File: src/rtl/sdram_pkg.sv
// Shared definitions for the SDRAM command sequencer: pin encodings,
// FSM states, mode register value, fixed timings and SADDR field layout.
package sdram_pkg;

  // {CS_N, RAS_N, CAS_N, WE_N}
  typedef enum logic [3:0] {
    CMD_LOAD_MODE = 4'b0000,
    CMD_REFRESH   = 4'b0001,
    CMD_PRECHARGE = 4'b0010,
    CMD_ACTIVE    = 4'b0011,
    CMD_WRITE     = 4'b0100,
    CMD_READ      = 4'b0101,
    CMD_NOP       = 4'b0111,
    CMD_DESELECT  = 4'b1111
  } sdram_cmd_e;

  typedef enum logic [2:0] {
    ST_IDLE,
    ST_RCD_WAIT,
    ST_BURST_WAIT,
    ST_PRE_WAIT,
    ST_REF_WAIT,
    ST_MRD_WAIT
  } seq_state_e;

  // Command chosen by the IDLE arbiter
  typedef enum logic [2:0] {
    PICK_NONE,
    PICK_LOAD_MODE,
    PICK_PRECHARGE,
    PICK_REFRESH,
    PICK_REF_REQ,
    PICK_ROW
  } idle_pick_e;

  localparam logic [12:0] MODE_REG = 13'h033;  // BL8, sequential, CL3
  localparam int unsigned T_MRD    = 2;
  localparam int unsigned T_WR     = 2;
  localparam int unsigned AP_BIT   = 10;       // SA bit: all banks / autoprecharge

  localparam int unsigned SADDR_W  = 25;
  localparam int unsigned BANK_LSB = 23;
  localparam int unsigned BANK_W   = 2;
  localparam int unsigned ROW_LSB  = 10;
  localparam int unsigned ROW_W    = 13;
  localparam int unsigned COL_LSB  = 0;
  localparam int unsigned COL_W    = 10;

  typedef logic [SADDR_W-1:0] saddr_t;

  function automatic logic [BANK_W-1:0] saddr_bank(input saddr_t a);
    return a[BANK_LSB +: BANK_W];
  endfunction

  function automatic logic [ROW_W-1:0] saddr_row(input saddr_t a);
    return a[ROW_LSB +: ROW_W];
  endfunction

  function automatic logic [COL_W-1:0] saddr_col(input saddr_t a);
    return a[COL_LSB +: COL_W];
  endfunction

endpackage

File: src/rtl/sdram_cmd_sequencer_if.sv
// Request/acknowledge handshake plus SDRAM command pins of the sequencer.
interface sdram_cmd_sequencer_if;
  import sdram_pkg::*;

  saddr_t      SADDR;
  logic        READA;
  logic        WRITEA;
  logic        REFRESH;
  logic        PRECHARGE;
  logic        LOAD_MODE;
  logic        REF_REQ;
  logic        INIT_REQ;
  logic        REF_ACK;
  logic        INIT_ACK;
  logic        CM_ACK;
  logic        OE;
  logic        RD_VALID;
  logic [12:0] SA;
  logic [1:0]  BA;
  logic        CS_N;
  logic        RAS_N;
  logic        CAS_N;
  logic        WE_N;

  modport master (
    output SADDR, READA, WRITEA, REFRESH, PRECHARGE, LOAD_MODE, REF_REQ, INIT_REQ,
    input  REF_ACK, INIT_ACK, CM_ACK, OE, RD_VALID, SA, BA, CS_N, RAS_N, CAS_N, WE_N
  );

  modport slave (
    input  SADDR, READA, WRITEA, REFRESH, PRECHARGE, LOAD_MODE, REF_REQ, INIT_REQ,
    output REF_ACK, INIT_ACK, CM_ACK, OE, RD_VALID, SA, BA, CS_N, RAS_N, CAS_N, WE_N
  );
endinterface

File: src/rtl/sdram_rd_valid_pipe.sv
// Read-data valid window: a pulse one cycle before the READ appears on the
// pins produces RD_VALID for BL cycles starting CL cycles after the READ.
module sdram_rd_valid_pipe #(
  parameter int unsigned CL = 3,
  parameter int unsigned BL = 8
) (
  input  logic CLK,
  input  logic RESET,
  input  logic rd_issue,
  output logic rd_valid
);
  localparam int unsigned DEPTH = CL + BL;

  logic [DEPTH-1:0] sr_q;

  // Bit k is set k cycles after the READ is on the pins
  always_ff @(posedge CLK or posedge RESET) begin
    if (RESET) sr_q <= '0;
    else       sr_q <= {sr_q[DEPTH-2:0], rd_issue};
  end

  assign rd_valid = |sr_q[DEPTH-1:CL];
endmodule

File: src/rtl/sdram_cmd_sequencer.sv
// SDRAM command sequencer: arbitrates init, refresh and read/write requests
// and issues registered commands respecting ACTIVE/PRECHARGE/REFRESH timing.
module sdram_cmd_sequencer
  import sdram_pkg::*;
#(
  parameter int unsigned BL    = 8,
  parameter int unsigned CL    = 3,
  parameter int unsigned T_RCD = 3,
  parameter int unsigned T_RP  = 3,
  parameter int unsigned T_RC  = 8
) (
  input logic                 CLK,
  input logic                 RESET,
  sdram_cmd_sequencer_if.slave ctl
);
  localparam int unsigned CNT_W = 16;
  typedef logic [CNT_W-1:0] cnt_t;

  // Wait states return to IDLE one cycle early so the IDLE decision lands
  // exactly W cycles after the previous command; RCD_WAIT issues the column
  // command itself one cycle later, hence both use W-1 and differ in exit test.
  function automatic cnt_t wait_load(input int unsigned w);
    return (w == 0) ? '0 : cnt_t'(w - 1);
  endfunction

  seq_state_e  state_q, state_nxt;
  cnt_t        cnt_q, cnt_nxt;
  idle_pick_e  pick;
  logic        lm_pend_q, pre_pend_q, ref_pend_q;
  logic        lm_pend, pre_pend, ref_pend;
  saddr_t      addr_q;
  logic        wr_q;
  logic        col_go;

  sdram_cmd_e  cmd_nxt, cmd_q;
  logic [12:0] sa_nxt, sa_q;
  logic [1:0]  ba_nxt, ba_q;
  logic        ref_ack_nxt, init_ack_nxt, cm_ack_nxt;
  logic        ref_ack_q, init_ack_q, cm_ack_q;
  logic        rd_go, wr_go;
  cnt_t        oe_left_q;

  // A pulse arriving this cycle counts as pending so it can issue immediately
  assign lm_pend  = lm_pend_q  | ctl.LOAD_MODE;
  assign pre_pend = pre_pend_q | ctl.PRECHARGE;
  assign ref_pend = ref_pend_q | ctl.REFRESH;
  assign col_go   = (state_q == ST_RCD_WAIT) && (cnt_q == '0);

  // IDLE arbitration in fixed priority order
  always_comb begin
    pick = PICK_NONE;
    if (state_q == ST_IDLE && !ctl.INIT_REQ) begin
      if (lm_pend)                      pick = PICK_LOAD_MODE;
      else if (pre_pend)                pick = PICK_PRECHARGE;
      else if (ref_pend)                pick = PICK_REFRESH;
      else if (ctl.REF_REQ)             pick = PICK_REF_REQ;
      else if (ctl.READA || ctl.WRITEA) pick = PICK_ROW;
    end
  end

  // State and wait counter
  always_ff @(posedge CLK or posedge RESET) begin
    if (RESET) begin
      state_q <= ST_IDLE;
      cnt_q   <= '0;
    end else begin
      state_q <= state_nxt;
      cnt_q   <= cnt_nxt;
    end
  end

  // Next state: load the counter on every command, count down otherwise
  always_comb begin
    state_nxt = state_q;
    cnt_nxt   = (cnt_q != '0) ? cnt_q - cnt_t'(1) : cnt_q;
    unique case (state_q)
      ST_IDLE: begin
        unique case (pick)
          PICK_LOAD_MODE: begin state_nxt = ST_MRD_WAIT; cnt_nxt = wait_load(T_MRD); end
          PICK_PRECHARGE: begin state_nxt = ST_PRE_WAIT; cnt_nxt = wait_load(T_RP);  end
          PICK_REFRESH,
          PICK_REF_REQ:   begin state_nxt = ST_REF_WAIT; cnt_nxt = wait_load(T_RC);  end
          PICK_ROW:       begin state_nxt = ST_RCD_WAIT; cnt_nxt = wait_load(T_RCD); end
          default: ;
        endcase
      end
      ST_RCD_WAIT: begin
        if (cnt_q == '0) begin
          state_nxt = ST_BURST_WAIT;
          cnt_nxt   = wr_q ? wait_load(BL + T_WR + T_RP) : wait_load(BL + T_RP);
        end
      end
      default: begin
        if (cnt_q < cnt_t'(2)) state_nxt = ST_IDLE;
      end
    endcase
  end

  // Command, address and acknowledge values for the next pin cycle
  always_comb begin
    cmd_nxt      = CMD_NOP;
    sa_nxt       = '0;
    ba_nxt       = '0;
    ref_ack_nxt  = 1'b0;
    init_ack_nxt = 1'b0;
    cm_ack_nxt   = 1'b0;
    rd_go        = 1'b0;
    wr_go        = 1'b0;
    if (col_go) begin
      cmd_nxt    = wr_q ? CMD_WRITE : CMD_READ;
      sa_nxt     = {2'b00, 1'b1, saddr_col(addr_q)};
      ba_nxt     = saddr_bank(addr_q);
      cm_ack_nxt = 1'b1;
      rd_go      = !wr_q;
      wr_go      = wr_q;
    end else begin
      unique case (pick)
        PICK_LOAD_MODE: begin
          cmd_nxt      = CMD_LOAD_MODE;
          sa_nxt       = MODE_REG;
          init_ack_nxt = 1'b1;
        end
        PICK_PRECHARGE: begin
          cmd_nxt         = CMD_PRECHARGE;
          sa_nxt[AP_BIT]  = 1'b1;
        end
        PICK_REFRESH: cmd_nxt = CMD_REFRESH;
        PICK_REF_REQ: begin
          cmd_nxt     = CMD_REFRESH;
          ref_ack_nxt = 1'b1;
        end
        PICK_ROW: begin
          cmd_nxt = CMD_ACTIVE;
          sa_nxt  = saddr_row(ctl.SADDR);
          ba_nxt  = saddr_bank(ctl.SADDR);
        end
        default: ;
      endcase
    end
  end

  // Pending init pulses and the latched request address/direction
  always_ff @(posedge CLK or posedge RESET) begin
    if (RESET) begin
      lm_pend_q  <= 1'b0;
      pre_pend_q <= 1'b0;
      ref_pend_q <= 1'b0;
      addr_q     <= '0;
      wr_q       <= 1'b0;
    end else begin
      lm_pend_q  <= lm_pend  && (pick != PICK_LOAD_MODE);
      pre_pend_q <= pre_pend && (pick != PICK_PRECHARGE);
      ref_pend_q <= ref_pend && (pick != PICK_REFRESH);
      if (pick == PICK_ROW) begin
        addr_q <= ctl.SADDR;
        wr_q   <= !ctl.READA;
      end
    end
  end

  // Registered pins, acknowledges and write-enable window
  always_ff @(posedge CLK or posedge RESET) begin
    if (RESET) begin
      cmd_q      <= CMD_DESELECT;
      sa_q       <= '0;
      ba_q       <= '0;
      ref_ack_q  <= 1'b0;
      init_ack_q <= 1'b0;
      cm_ack_q   <= 1'b0;
      oe_left_q  <= '0;
    end else begin
      cmd_q      <= cmd_nxt;
      sa_q       <= sa_nxt;
      ba_q       <= ba_nxt;
      ref_ack_q  <= ref_ack_nxt;
      init_ack_q <= init_ack_nxt;
      cm_ack_q   <= cm_ack_nxt;
      if (wr_go)                oe_left_q <= cnt_t'(BL);
      else if (oe_left_q != '0) oe_left_q <= oe_left_q - cnt_t'(1);
    end
  end

  sdram_rd_valid_pipe #(
    .CL(CL),
    .BL(BL)
  ) u_rd_valid (
    .CLK      (CLK),
    .RESET    (RESET),
    .rd_issue (rd_go),
    .rd_valid (ctl.RD_VALID)
  );

  assign {ctl.CS_N, ctl.RAS_N, ctl.CAS_N, ctl.WE_N} = cmd_q;
  assign ctl.SA       = sa_q;
  assign ctl.BA       = ba_q;
  assign ctl.REF_ACK  = ref_ack_q;
  assign ctl.INIT_ACK = init_ack_q;
  assign ctl.CM_ACK   = cm_ack_q;
  assign ctl.OE       = (oe_left_q != '0);
endmodule

File: src/flat_wrapper.sv
// flat-port wrapper written by rule: the top's interface ports become plain ports
module sdram_cmd_sequencer_flat import sdram_pkg::*;
#(
  parameter int unsigned BL    = 8,
  parameter int unsigned CL    = 3,
  parameter int unsigned T_RCD = 3,
  parameter int unsigned T_RP  = 3,
  parameter int unsigned T_RC  = 8
)
  (CLK, RESET, ctl_SADDR, ctl_READA, ctl_WRITEA, ctl_REFRESH, ctl_PRECHARGE, ctl_LOAD_MODE, ctl_REF_REQ, ctl_INIT_REQ, ctl_REF_ACK, ctl_INIT_ACK, ctl_CM_ACK, ctl_OE, ctl_RD_VALID, ctl_SA, ctl_BA, ctl_CS_N, ctl_RAS_N, ctl_CAS_N, ctl_WE_N);
  sdram_cmd_sequencer_if ctl_i ();
  input logic CLK;
  input logic RESET;
  input wire logic [$bits(ctl_i.SADDR)-1:0] ctl_SADDR;
  input wire logic [$bits(ctl_i.READA)-1:0] ctl_READA;
  input wire logic [$bits(ctl_i.WRITEA)-1:0] ctl_WRITEA;
  input wire logic [$bits(ctl_i.REFRESH)-1:0] ctl_REFRESH;
  input wire logic [$bits(ctl_i.PRECHARGE)-1:0] ctl_PRECHARGE;
  input wire logic [$bits(ctl_i.LOAD_MODE)-1:0] ctl_LOAD_MODE;
  input wire logic [$bits(ctl_i.REF_REQ)-1:0] ctl_REF_REQ;
  input wire logic [$bits(ctl_i.INIT_REQ)-1:0] ctl_INIT_REQ;
  output wire logic [$bits(ctl_i.REF_ACK)-1:0] ctl_REF_ACK;
  output wire logic [$bits(ctl_i.INIT_ACK)-1:0] ctl_INIT_ACK;
  output wire logic [$bits(ctl_i.CM_ACK)-1:0] ctl_CM_ACK;
  output wire logic [$bits(ctl_i.OE)-1:0] ctl_OE;
  output wire logic [$bits(ctl_i.RD_VALID)-1:0] ctl_RD_VALID;
  output wire logic [$bits(ctl_i.SA)-1:0] ctl_SA;
  output wire logic [$bits(ctl_i.BA)-1:0] ctl_BA;
  output wire logic [$bits(ctl_i.CS_N)-1:0] ctl_CS_N;
  output wire logic [$bits(ctl_i.RAS_N)-1:0] ctl_RAS_N;
  output wire logic [$bits(ctl_i.CAS_N)-1:0] ctl_CAS_N;
  output wire logic [$bits(ctl_i.WE_N)-1:0] ctl_WE_N;
  assign ctl_i.SADDR = ctl_SADDR;
  assign ctl_i.READA = ctl_READA;
  assign ctl_i.WRITEA = ctl_WRITEA;
  assign ctl_i.REFRESH = ctl_REFRESH;
  assign ctl_i.PRECHARGE = ctl_PRECHARGE;
  assign ctl_i.LOAD_MODE = ctl_LOAD_MODE;
  assign ctl_i.REF_REQ = ctl_REF_REQ;
  assign ctl_i.INIT_REQ = ctl_INIT_REQ;
  assign ctl_REF_ACK = ctl_i.REF_ACK;
  assign ctl_INIT_ACK = ctl_i.INIT_ACK;
  assign ctl_CM_ACK = ctl_i.CM_ACK;
  assign ctl_OE = ctl_i.OE;
  assign ctl_RD_VALID = ctl_i.RD_VALID;
  assign ctl_SA = ctl_i.SA;
  assign ctl_BA = ctl_i.BA;
  assign ctl_CS_N = ctl_i.CS_N;
  assign ctl_RAS_N = ctl_i.RAS_N;
  assign ctl_CAS_N = ctl_i.CAS_N;
  assign ctl_WE_N = ctl_i.WE_N;
  sdram_cmd_sequencer #(.BL(BL), .CL(CL), .T_RCD(T_RCD), .T_RP(T_RP), .T_RC(T_RC)) u_core (.CLK(CLK), .RESET(RESET), .ctl(ctl_i));
endmodule
File: config.mk
export PLATFORM = sky130hd
export DESIGN_NAME = sdram_cmd_sequencer_flat
export DESIGN_NICKNAME = d
export VERILOG_FILES = /design/src/rtl/sdram_pkg.sv /design/src/rtl/sdram_cmd_sequencer_if.sv /design/src/rtl/sdram_rd_valid_pipe.sv /design/src/rtl/sdram_cmd_sequencer.sv /design/src/flat_wrapper.sv
export SDC_FILE = /design/constraint.sdc
export NUM_CORES = 1
export LEC_CHECK = 0
export CORE_MARGIN = 3
export CORE_UTILIZATION = 35
export CTS_BUF_LIST = sky130_fd_sc_hd__clkbuf_2 sky130_fd_sc_hd__clkbuf_4 sky130_fd_sc_hd__clkbuf_8
export DETAILED_ROUTE_END_ITERATION = 7
export GPL_ROUTABILITY_DRIVEN = 0
export PLACE_DENSITY_LB_ADDON = 0.08
export SLEW_MARGIN = 20
export SYNTH_ARGS = -nofsm -noshare
export SYNTH_HDL_FRONTEND = slang
export SYNTH_SLANG_ARGS = --single-unit
File: constraint.sdc
create_clock -name CLK -period 2.9 [get_ports CLK]
set_input_delay 0.58 -clock CLK [delete_from_list [all_inputs] [get_ports CLK]]
set_output_delay 0.58 -clock CLK [all_outputs]
set_load 0.02 [all_outputs]
* After elaboration in Yosys (flattened, before gate mapping)
Cells that the tools add are included.
Cells by class: add/subtract/negate cells 2, multipliers 0, div/mod/pow operators 0, magnitude comparators 1, equal/unequal tests 11, shift-type cells 0, muxes and demuxes 33, bitwise logic cells 3, reductions and logical operators 19
Operator list (number):
- $mux 16 | 4
- $pmux 16 s3 | 1
- $pmux 16 s2 | 1
- $reduce_bool 16->1 | 2
- $sub 16x1->16 const B | 2
- $mux 3 | 9
- $pmux 3 s4 | 2
- $pmux 10 s2 | 1
- $logic_not 16->1 | 1
- $lt 16x2->1 const B | 1
- $mux 13 | 1
- $mux 1 | 8
- $reduce_or 8->1 | 1
- $eq 3x1->1 const B | 2
- $eq 3x2->1 const B | 2
- $eq 3x3->1 const B | 2
- $mux 2 | 3
- $ne 3x2->1 const B | 2
- $pmux 3 s2 | 1
- $logic_and 1x1->1 | 5
- $ne 5x5->1 const B | 1
- $mux 4 | 1
- $reduce_or 2->1 | 2
- $logic_not 1->1 | 3
- 9 further kinds | 11
Word-level totals: register bits 97, latch bits 0, RAM bits 0, bits in read-only memories 0, bits of input ports 34, output and inout port bits 24, memories kept 0

* Depth between registers and ports, before layout
Gate-level depths: netlist of run 1.
word-level depth 11, mapped depth 9, depth with buffers taken out 8

* Modules after synthesis
A second synthesis of run 1 with hierarchy kept.
Second synthesis, totals: cells, all modules 333, area total of the unflattened synthesis 3693.5 um^2
Modules (own cells, without submodules):
- sdram_cmd_sequencer | instances 1, cells each 318, area each 3398.3 um^2
- sdram_rd_valid_pipe | instances 1, cells each 15, area each 295.3 um^2

* Worst setup path before layout of run 1
No wires, ideal clock.
path type input-to-reg, from input port ctl_PRECHARGE, to register u_core.addr_q[23], arrival 2.324 ns, data required time 2.775 ns, slack 0.451 ns, cell stages on the path 5, buffers on the path 1, path through nor4_2 -> nand4b_1 -> a221oi_4 -> buf_2 -> mux2_2
On the way: word-level cells in the longest chain between the ends 5
Ends and longest elaborated chain:
- start: declaration | line flat_wrapper.sv:18 | input wire logic [$bits(ctl_i.PRECHARGE)-1:0] ctl_PRECHARGE;
- $or 1x1->1 | line sdram_cmd_sequencer.sv:45 | assign pre_pend = pre_pend_q | ctl.PRECHARGE;
- $mux 3 | line sdram_cmd_sequencer.sv:54 | else if (pre_pend) pick = PICK_PRECHARGE;
- $mux 3 | line sdram_cmd_sequencer.sv:53 | if (lm_pend) pick = PICK_LOAD_MODE;
- $mux 3 | line sdram_cmd_sequencer.sv:52 | if (state_q == ST_IDLE && !ctl.INIT_REQ) begin
- $eq 3x3->1 | line sdram_cmd_sequencer.sv:154 | if (pick == PICK_ROW) begin
- end signal: assignment | line sdram_cmd_sequencer.sv:155 | addr_q <= ctl.SADDR;
- end: declaration | line sdram_cmd_sequencer.sv:31 | saddr_t addr_q;
Every way passes these cells. A chain may end at the register's enable or synchronous reset.

* Final worst setup path of run 1
from register u_core.oe_left_q[0], to output port ctl_OE
On the way: word-level cells in the longest chain between the ends 1
Ends and longest elaborated chain:
- start: declaration | line sdram_cmd_sequencer.sv:41 | cnt_t oe_left_q;
- start signal: assignment | line sdram_cmd_sequencer.sv:178 | if (wr_go) oe_left_q <= cnt_t'(BL);
- start signal: assignment | line sdram_cmd_sequencer.sv:179 | else if (oe_left_q != '0) oe_left_q <= oe_left_q - cnt_t'(1);
- $reduce_bool 16->1 | line sdram_cmd_sequencer.sv:199 | assign ctl.OE = (oe_left_q != '0);
- end: declaration | line flat_wrapper.sv:25 | output wire logic [$bits(ctl_i.OE)-1:0] ctl_OE;
Every way passes these cells.

==> results.md, run 1 <==
* CP startpoint kind: register
* Chip Height at 109 um
* FMAX at 360 MHz
* Biggest area consumer among synthesized cells: dfrtp_1
* Crit Path Class: register to primary output
* I/O pin cnt at 58
* Synthesized flop and latch total at 84
* Starting Density at 36.0%
* Comb pwr share at roughly 28%
* H-tree Lvls at 3
* Critical-path maximum fanout at 5
* Worst clock skew at 0.0115 ns
* Reg2reg setup slack at around 0.42 ns
* Vias post-DR at approximately 2.7k
* Slew Viols, Final at 0
* Vias in the first global route at around 2.6k
* Cell count after synthesis at 329
* # DRC at 0
* Reg2Reg Capture Point: u_core.cnt_q[11]
* Worst path slowest cell: or3b_2
* P_int at 2.31 mW
* First-pass GRT wire length at ~13000 um
* MaxCap Viol Count at 0
* Antenna diodes at 0
* Multi-input logic area at 1560 sq um
* Outcome: completed
* Slew headroom at 42.8%
* # nets final at around 440
* First DRT Iteration DRCs at 100
* R2R depth at 7
* Min-Delay Endpoint: u_core.u_rd_valid.sr_q[3]
* Sequential power share at 47.8%
* # setup viols final at 0
* Clock Path Buffers at 2
* DP HPWL at 5570 um
* Fill cells at 1004
* Yosys warns at 0
* Initial antenna violation count at 0
* R2r startpoint: u_core.cnt_q[8]
* VDD IR max at 0.459 mV
* Leakage power at about 2.1 nW
* Synth top area share at between 50% and 60%
* Via/cell ratio at between 4 and 5
* Hold Path Class: register to register
* Critical-path cell list: inv_1, ha_1, or3b_2, and4b_1, nand2_2, clkdlybuf4s15_2
* P&R area growth vs syn at 28.1%
* Worst Path Required at 2.32 ns
* Post-synth EDFFs at 0
* Clk slew on worst S/H paths at 0.08 ns
* Clk sinks at 84
* GRT Total Usage at 14.9%
* Worst hold stages at 0
* Synth async-reset ratio at 100%
* Num rows at 37
* Placed Cells at around 530
* Root Buffer: clkbuf_8
* Hold buffer count at cts at 0
* Slew at the pin closest to its max-slew limit at 0.852 ns
* Sum of negative setup slack at 0 ns
* Critical Path Max Stage Delay at 0.50 ns
* WL final at 8160 um
* Drt first pass iters at 4
* CTS buffer count at 9
* Post-Layout Cell Count at 545
* Largest cells by area after synthesis: dfrtp_1 54%, nor2_1 4.8%, xor2_1 3.3%
* Hold path start: u_core.u_rd_valid.sr_q[2]
* CP Capture Type: primary output
* Final Hold Viols at 0
* Synthesized area at 3730 sq um
* Power density cells at roughly 740 nW/um^2
* Top FF cell, synth: dfrtp_1
* Die area at between 10000 and 15000 sq um
* Final worst path period need at 2.78 ns
* Synthesized area per cell at ~11 sq um
* Arrival time at the worst endpoint at 2.20 ns
* Sw Share at about a third
* DRT antenna net count at 0
* Sequential area share after synthesis at between 50% and 60%
* Yosys cell types at 58
* Largest net degree at the start of global routing at 85
* Layout cells sized above 1 at 14.9%
* Register area at 2110 sq um
* CTS tree: yes
* Die X at 109 um
* Synthesized Nets at 367
* Setup repair after global routing missed its margin: no
* Core area at 10400 sq um
* Clk_lat worst skew at 0.36 ns
* Clock Power Share at 24.5%
* Fin crit share at 95.8%
* Grt total ovfl at 0
* Switching pwr at 1.21 mW
* DR WL/cell at between 10 and 15 um
* Port bufs at 57
==> cell type report <==
cell class / instances / share of cell area [%]
Clock buffer: 11 / 3.17
Clock inverter: 4 / 1.02
Tap cell: 136 / 3.56
Inverter: 6 / 0.497
Timing Repair Buffer: 74 / 15.1
Multi-Input combinational cell: 230 / 32.6
Sequential cell: 84 / 44.0
==> cells in the final DEF (no fill, tap or decap), drive strengths merged, types with 3 or more instances in the layout <==
cell type / synthesis / layout
clkbuf: 1 / 11
nor4b: 3 / 3
dfrtp: 80 / 80
a211o: 3 / 3
a211oi: 4 / 4
clkinv: 0 / 4
ha: 4 / 4
a21oi: 7 / 7
nand2b: 3 / 3
nand2: 25 / 25
xnor2: 8 / 8
clkdlybuf4s50: 0 / 56
or2: 3 / 3
mux2: 12 / 12
nor3: 11 / 11
o21ai: 10 / 10
a2111oi: 3 / 3
nor2: 49 / 49
nand4b: 3 / 3
nor4: 10 / 10
dfstp: 4 / 4
a22o: 8 / 8
or4: 5 / 5
and3: 3 / 3
inv: 6 / 5
xor2: 14 / 14
and2: 4 / 4
buf: 8 / 17
nand3: 8 / 8
==> per-stage QoR <==
step	setup WS (ns)	hold slack [ns]	power (mW)	area (sq um)	utilization (%)
after CTS	0.0262	0.355	3.57	4770	46.0
after floorplan	0.161	0.331	2.35	3730	-
after global placement	0.113	0.335	2.66	4570	44.1
final	0.123	0.353	3.52	4780	46.1
after detailed placement	0.0257	0.337	2.68	4570	44.1
after global routing	0.00532	0.366	3.79	4780	46.1
==> state kept, by name, summed over array words and instances (netlist names) <==
name / cells
u_core.cnt_q: 16
u_core.oe_left_q: 16
u_core.ctl.SA: 13
u_core.addr_q: 12
u_core.u_rd_valid.sr_q: 11
u_core.cmd_q: 4
u_core.state_q: 3
u_core.ctl.BA: 2
u_core.ctl.CM_ACK: 1
u_core.ctl.INIT_ACK: 1
u_core.ctl.REF_ACK: 1
u_core.lm_pend_q: 1
u_core.pre_pend_q: 1
u_core.ref_pend_q: 1
u_core.wr_q: 1
==> worst max-delay path, delay by kind of cell, from the launching register on <==
kind                       cells  cell delay, ns
adders and majority gates      1            0.16
DFF                            1            0.41
buffers and inverters          2            0.33
and+or+nand+nor                3            0.93
==> routing by layer <==
layer	share of wire, %	GRT usage [%]	vias to the layer above
li1	-	-	1331
met1	48	20.4	1322
met2	45	21.8	49
met3	4.3	3.67	15
met4	2.4	8.01	0
met5	0	0	-
==> worst max-delay path by stage <==
stage                                    from               end  slack [ns]  cells after the start
final                     u_core.oe_left_q[0]            ctl_OE        0.12                      6
after global routing      u_core.oe_left_q[0]            ctl_OE       0.005                      6
after CTS                 u_core.oe_left_q[0]            ctl_OE        0.03                      6
after detailed placement        ctl_LOAD_MODE   u_core.cnt_q[0]        0.03                      7
after global placement          ctl_LOAD_MODE   u_core.cnt_q[0]        0.11                      7
after floorplan                         RESET  u_core.addr_q[0]        0.16                      1
==> synthesized netlist by cell type, types with 2 or more instances <==
cell / count
nor2_1: 48
and3_1: 3
or2_2: 3
buf_2: 6
nand3_1: 8
nor2b_1: 2
mux2i_1: 2
nor4_1: 9
buf_4: 2
o2111ai_1: 2
and2_1: 4
o211ai_1: 2
a211o_1: 3
nand2_1: 24
mux2_1: 6
o21ai_0: 10
nand4_1: 2
a21o_1: 2
nor3_1: 11
xnor2_1: 8
a21oi_1: 7
dfrtp_1: 80
inv_1: 6
nand2b_1: 3
nor4b_2: 2
o21a_1: 2
nand4b_1: 3
a211oi_1: 4
dfstp_2: 4
or4_1: 5
a22o_1: 8
xor2_1: 14
mux2_2: 6
ha_1: 4
==> power groups by stage <==
| stage | logic (mW) | registers, mW | clock network, mW |
|---|---|---|---|
| 2_1_floorplan | 0.682 | 1.66 | 0 |
| 3_3_place_gp | 0.963 | 1.70 | 0 |
| 3_5_place_dp | 0.980 | 1.70 | 0 |
| 4_1_cts | 0.986 | 1.68 | 0.903 |
| 5_1_grt | 1.11 | 1.73 | 0.952 |
| 6_report | 0.975 | 1.68 | 0.861 |
==> what timing repair did <==
action	in CTS	in global routing
cloned	0	0
setup endpoints to repair	1	1
pin swaps	0	0
resized for setup	3	1
buffers inserted	0	1
==> kinds of logic (layout without fill, tap and decap cells) <==
kind of cell	after synthesis	count (layout)	share of synthesized area, %
simple gates	136	136	19.3
buf+inv	15	95	1.91
fa+ha+maj	4	4	1.34
mux	14	14	4.16
other cells	1	1	0.100
xor+xnor	22	22	5.16
flops	84	84	56.4
compound gates	53	53	11.6
(Power assumes the default switching activity.)
==> run 2: changes to the inputs <==
--- a/config.mk
+++ b/config.mk
@@ -5,12 +5,15 @@
 export SDC_FILE = /design/constraint.sdc
 export NUM_CORES = 1
 export LEC_CHECK = 0
+export ABC_CLOCK_PERIOD_IN_PS = 2900
 export CORE_MARGIN = 3
 export CORE_UTILIZATION = 35
 export CTS_BUF_LIST = sky130_fd_sc_hd__clkbuf_2 sky130_fd_sc_hd__clkbuf_4 sky130_fd_sc_hd__clkbuf_8
 export DETAILED_ROUTE_END_ITERATION = 7
 export GPL_ROUTABILITY_DRIVEN = 0
+export MAX_ROUTING_LAYER = met4
 export PLACE_DENSITY_LB_ADDON = 0.08
+export SETUP_SLACK_MARGIN = 0.05
 export SLEW_MARGIN = 20
 export SYNTH_ARGS = -nofsm -noshare
 export SYNTH_HDL_FRONTEND = slang
==> results.md, run 2 (synthesis gave the netlist of run 1 again) <==
* MaxCap Viol Count at 0
* VDD IR max at 0.458 mV
* Worst Path Required at 2.32 ns
* P&R area growth vs syn at 27.9%
* Antenna diodes at 0
* Placed Cells at 529
* GR peak layer: met2
* Reg2Reg Capture Point: u_core.cnt_q[11]
* H-tree Lvls at 3
* Final Power at approximately 3.5 mW
* P_int at 2.31 mW
* Fill cells at 1006
* Root Buffer: clkbuf_8
* Die area at 11900 sq um
* Via/cell ratio at 4.96
* Num rows at 37
* Starting Density at 36.0%
* Critical Path Max Stage Delay at approximately 0.5 ns
* Post-Layout Cell Count at 545
* # nets final at 443
* Largest net degree at the start of global routing at 85
* CP Capture Type: primary output
* Crit path to: ctl_OE
* Arrival time at the worst endpoint at 2.13 ns
* Grt total ovfl at 0
* GR Util met2 at 22.1%
* Slew Viols, Final at 0
* Critical-path maximum fanout at 5
* Final worst path period need at 2.71 ns
* Clock Power Share at around 25%
* Initial antenna violation count at 0
* Core area at between 10000 and 15000 sq um
* Hold_ws at 0.353 ns
* First DRT Iteration DRCs at 82
* Sum of negative setup slack at 0 ns
* Power density cells at 736 nW/um^2
* Commonest non-fill, non-tap cell in the layout: dfrtp_1
* Start point of the critical path: u_core.oe_left_q[0]
* GRT Total Usage at around 15%
* Worst clock skew at roughly 0.012 ns
* Clk_lat worst skew at 0.36 ns
* Die X at 109 um
* DR WL/cell at 15.0 um
* Sw Share at 34.3%
* Switching pwr at 1.20 mW
* R2R depth at 7
* Layout cells sized above 1 at 14.7%
* CTS tree: yes
* Clk sinks at between 80 and 90
* Vias in the first global route at 2654
* Worst path slowest cell: or3b_2
* Clk slew on worst S/H paths at 0.08 ns
* Final Hold Viols at 0
* Slew at the pin closest to its max-slew limit at 0.815 ns
* Reg2reg setup slack at 0.42 ns
* Leakage power at about 2.1 nW
* Critical-path cell list: inv_1, ha_1, or3b_2, and4b_1, nand2_1, buf_2
* Port bufs at 57
* Chip Height at around 110 um
* Vias post-DR at 2704
* Delay-heaviest family, CP: simple AND/OR/NAND/NOR gates
* CP startpoint kind: register
* # DRC at 0
* WL final at 8160 um
* # setup viols final at 0
* Total stage count of the critical path at 6
* DP HPWL at 5570 um
* I/O pin cnt at 58
* Hold Path Class: register to register
* Setup repair after global routing missed its margin: no
* First-pass GRT wire length at 13500 um
* Most frequent cells in the layout: 80 x dfrtp_1, 56 x clkdlybuf4s50_1, 48 x nor2_1, 24 x nand2_1, 15 x buf_4
* Sequential power share at a little under half
* Met1 Use GR at 20.4%
* Worst hold stages at 0
* Drt first pass iters at 4
* Routing usage on met3 at under 10%
* CTS buffer count at 9
* Slew headroom at 45.3%
* FMAX at between 300 and 400 MHz
* Clock Path Buffers at 2
* R2r startpoint: u_core.cnt_q[8]
* Fin crit share at 93.6%
* Crit Path Class: register to primary output
* Outcome: completed
* Critical path buffer and inverter count at 2
* Comb pwr share at 27.7%
* Hold buffer count at cts at 0
* DRT antenna net count at 0
## run 2: cell types whose count changed in the layout (fill, tap and decap cells not counted), sizes merged
cell / before / now
buf: 17 / 18
clkdlybuf4s15: 1 / 0
## run 2: per-layer routing
metal | wire length [um] | part of all wire (%)
met1 | 3980 | 49
met2 | 3740 | 46
met3 | 264 | 3.2
met4 | 184 | 2.3
met5 | 0 | 0
## run 2: worst register-to-register path, stage by stage, from the launching register on
cell and delay (ns):
dfrtp_1 0.46, or4_1 0.68, nor4b_4 0.29, buf_4 0.21, and2_1 0.30, nand2b_1 0.17, buf_4 0.20, nor2_1 0.07
## run 2: worst min path at each step
stage,start,to,slack [ns]
3_5_place_dp,u_core.u_rd_valid.sr_q[2],u_core.u_rd_valid.sr_q[3],0.34
2_1_floorplan,u_core.u_rd_valid.sr_q[0],u_core.u_rd_valid.sr_q[1],0.33
6_report,u_core.u_rd_valid.sr_q[2],u_core.u_rd_valid.sr_q[3],0.35
5_1_grt,u_core.u_rd_valid.sr_q[2],u_core.u_rd_valid.sr_q[3],0.37
3_3_place_gp,u_core.u_rd_valid.sr_q[2],u_core.u_rd_valid.sr_q[3],0.33
4_1_cts,u_core.u_rd_valid.sr_q[2],u_core.u_rd_valid.sr_q[3],0.36
## run 2: power groups by stage
stage	registers (mW)	clock network, mW	logic, mW
after floorplan	1.66	0	0.682
after global routing	1.73	0.952	1.11
after global placement	1.70	0	0.963
after CTS	1.68	0.903	0.986
final	1.68	0.860	0.974
after detailed placement	1.70	0	0.980
## run 2: timing repair
action | in CTS | in global routing
endpoints found under the setup margin | 1 | 1
gates resized for setup | 3 | 1
endpoints found under the hold margin | 0 | 0
buffers inserted | 1 | 0
## run 2: cell type report
class	instances	area, sq um	share of cell area, %
Tap cell	136	170	3.56
Clock buffer	11	151	3.17
Clock inverter	4	48.8	1.02
Multi-Input combinational cell	230	1560	32.6
Timing Repair Buffer	74	718	15.0
Inverter	6	23.8	0.498
Sequential cell	84	2110	44.1
## run 2: per-stage QoR
step	area (sq um)	setup WS (ns)	utilization [%]
final	4770	0.186	46.0
after global routing	4770	0.0518	46.0
after CTS	4780	0.0613	46.1
after detailed placement	4570	0.0257	44.1
after global placement	4570	0.113	44.1
after floorplan	3730	0.161	-
==> run 3: changes to the inputs <==
--- a/config.mk
+++ b/config.mk
@@ -12,7 +12,7 @@
 export DETAILED_ROUTE_END_ITERATION = 7
 export GPL_ROUTABILITY_DRIVEN = 0
 export MAX_ROUTING_LAYER = met4
-export PLACE_DENSITY_LB_ADDON = 0.08
+export RECOVER_POWER = 100
 export SETUP_SLACK_MARGIN = 0.05
 export SLEW_MARGIN = 20
 export SYNTH_ARGS = -nofsm -noshare
==> results.md, run 3 (synthesis gave the netlist of run 1 again) <==
* Outcome: complete, but fails checks
* Failing checks: capacitance limit, slew limit
* CP startpoint kind: register
* DP HPWL at 5490 um
* Critical Path Max Stage Delay at just under 0.5 ns
* Worst Path Required at 2.32 ns
* Slew at the pin closest to its max-slew limit at ~1.8 ns
* Initial antenna violation count at 0
* Worst hold stages at 0
* Slew Viols, Final at 85
* Antenna diodes at 0
* Final Hold Viols at 0
* Setup repair after global routing missed its margin: no
* Switching pwr at approximately 1.2 mW
* H-tree Lvls at 3
* CTS tree: yes
* R2R depth at 6
* DR WL/cell at 14.1 um
* Placed Area at between 4000 and 5000 sq um
* Grt total ovfl at 0
* P&R area growth vs syn at 25.9%
* Reg2reg setup slack at roughly 0.27 ns
* Sequential power share at between 40% and 50%
* # nets final at 443
* Sum of negative setup slack at 0 ns
* First-pass GRT wire length at 13100 um
* Die X at between 100 and 150 um
* Root Buffer: clkbuf_8
* Critical-path maximum fanout at 5
* MaxCap Viol Count at 1
* Power density cells at ~750 nW/um^2
* Clk sinks at 84
* Chip Height at between 100 and 150 um
* Num rows at 37
* First DRT Iteration DRCs at 135
* VDD IR max at 0.379 mV
* I/O pin cnt at 58
* Worst path slowest cell: or3b_2
* Via/cell ratio at 4.96
* Final worst path period need at roughly 2.7 ns
* Setup Fix Bufs, Post-CTS at 0
* Post-Layout Cell Count at 545
* FMAX at 371 MHz
* CP Capture Type: primary output
* R2r startpoint: u_core.cnt_q[8]
* Layout cells sized above 1 at 12.5%
* Fill cells at 1034
* Min-Delay Endpoint: u_core.u_rd_valid.sr_q[1]
* Starting Density at 36.0%
* # setup viols final at 0
* Clk slew on worst S/H paths at 0.08 ns
* DRT antenna net count at 0
* Sw Share at 33.8%
* Final core occ at between 40% and 50%
* Crit Path Class: register to primary output
* Critical-path cell list: inv_1, ha_1, or3b_2, and4b_1, nand2_1, buf_2
* Fin crit share at 92.9%
* Clock Power Share at 25.5%
* Commonest non-fill, non-tap cell in the layout: dfrtp_1
* Slew headroom at -20.7%
* GRT Total Usage at between 10% and 20%
* Most frequent cells in the layout: 80 x dfrtp_1, 48 x nor2_1, 31 x clkdlybuf4s50_1, 25 x dlygate4sd3_1, 24 x nand2_1
* Die area at 11900 sq um
* Port bufs at between 50 and 60
* Worst clock skew at 0.0126 ns
* Vias post-DR at ~2.7k
* Hold path start: u_core.u_rd_valid.sr_q[0]
* Reg2Reg Capture Point: u_core.oe_left_q[15]
* Leakage power at between 2 and 2.5 nW
* Hold Path Class: register to register
* Drt first pass iters at 4
* Clock Path Buffers at 2
* Largest net degree at the start of global routing at 85
* # DRC at 0
* CTS buffer count at 9
* Arrival time at the worst endpoint at between 2 and 2.5 ns
* P_int at about 2.3 mW
* Placed Cells at 530
* Comb pwr share at ~27%
* Vias in the first global route at 2706
* WL final at approximately 7700 um
* Clk_lat worst skew at 0.36 ns
* Post-route cell area at 4700 sq um
* Core area at 10400 sq um
run 3: cell types whose count changed in the layout (fill, tap and decap cells not counted), moves of 5 or more:
cell / before / now
dlygate4sd3_1: 0 / 25
clkbuf_1: 0 / 5
buf_4: 15 / 9
clkdlybuf4s50_1: 56 / 31
run 3: worst max-delay path, delay by kind of cell (launching register included):
family                     cells  cell delay (ns)
buffers and inverters          2             0.25
DFF                            1             0.41
adders and majority gates      1             0.14
and+or+nand+nor                3             0.95
run 3: through the flow:
stage	hold WS, ns	setup slack [ns]	power, mW
2_1_floorplan	0.331	0.161	2.35
3_3_place_gp	0.335	0.101	2.65
3_5_place_dp	0.336	0.0276	2.68
4_1_cts	0.348	0.0803	3.60
5_1_grt	0.352	0.0774	3.78
6_report	0.345	0.206	3.53
run 3: power groups by stage:
stage          Sequential, mW  Clock, mW  Combinational [mW]
5_1_grt                  1.72      0.980                1.08
4_1_cts                  1.68      0.931               0.989
3_3_place_gp             1.70          0               0.959
3_5_place_dp             1.70          0               0.981
6_report                 1.68      0.898               0.952
2_1_floorplan            1.66          0               0.682
run 3: timing repair:
item | CTS | global route
gates cloned | 0 | 0
setup endpoints to repair | 1 | 1
hold endpoints to repair | 0 | 0
pin swaps | 0 | 0
hold buffers | 0 | 0
gates resized for setup | 3 | 2
run 3: worst max-delay path by stage:
stage | start | endpoint | slack, ns | depth (start not counted)
finish | u_core.oe_left_q[0] | ctl_OE | 0.21 | 6
global route | RESET | u_core.oe_left_q[1] | 0.08 | 3
CTS | u_core.oe_left_q[0] | ctl_OE | 0.08 | 6
detailed placement | ctl_LOAD_MODE | u_core.cnt_q[0] | 0.03 | 7
global placement | ctl_LOAD_MODE | u_core.cnt_q[0] | 0.10 | 7
floorplan | RESET | u_core.addr_q[0] | 0.16 | 1
run 3: final cells by class:
class	instances	area (sq um)	share of cell area [%]
clock inverters	6	90.1	1.92
flip-flops and latches	84	2110	44.8
clock buffers	9	124	2.63
multi-input cells	230	1520	32.3
well taps	136	170	3.62
repair buffers	74	667	14.2
inverters	6	23.8	0.506
run 3: layer usage:
metal / part of all wire (%) / vias to the layer above / global-route usage [%]
met5: 0 / - / -
met4: 1.2 / 0 / 3.74
met3: 5.9 / 12 / 5.21
met2: 48 / 57 / 21.8
met1: 45 / 1307 / 18.3
li1: - / 1329 / -
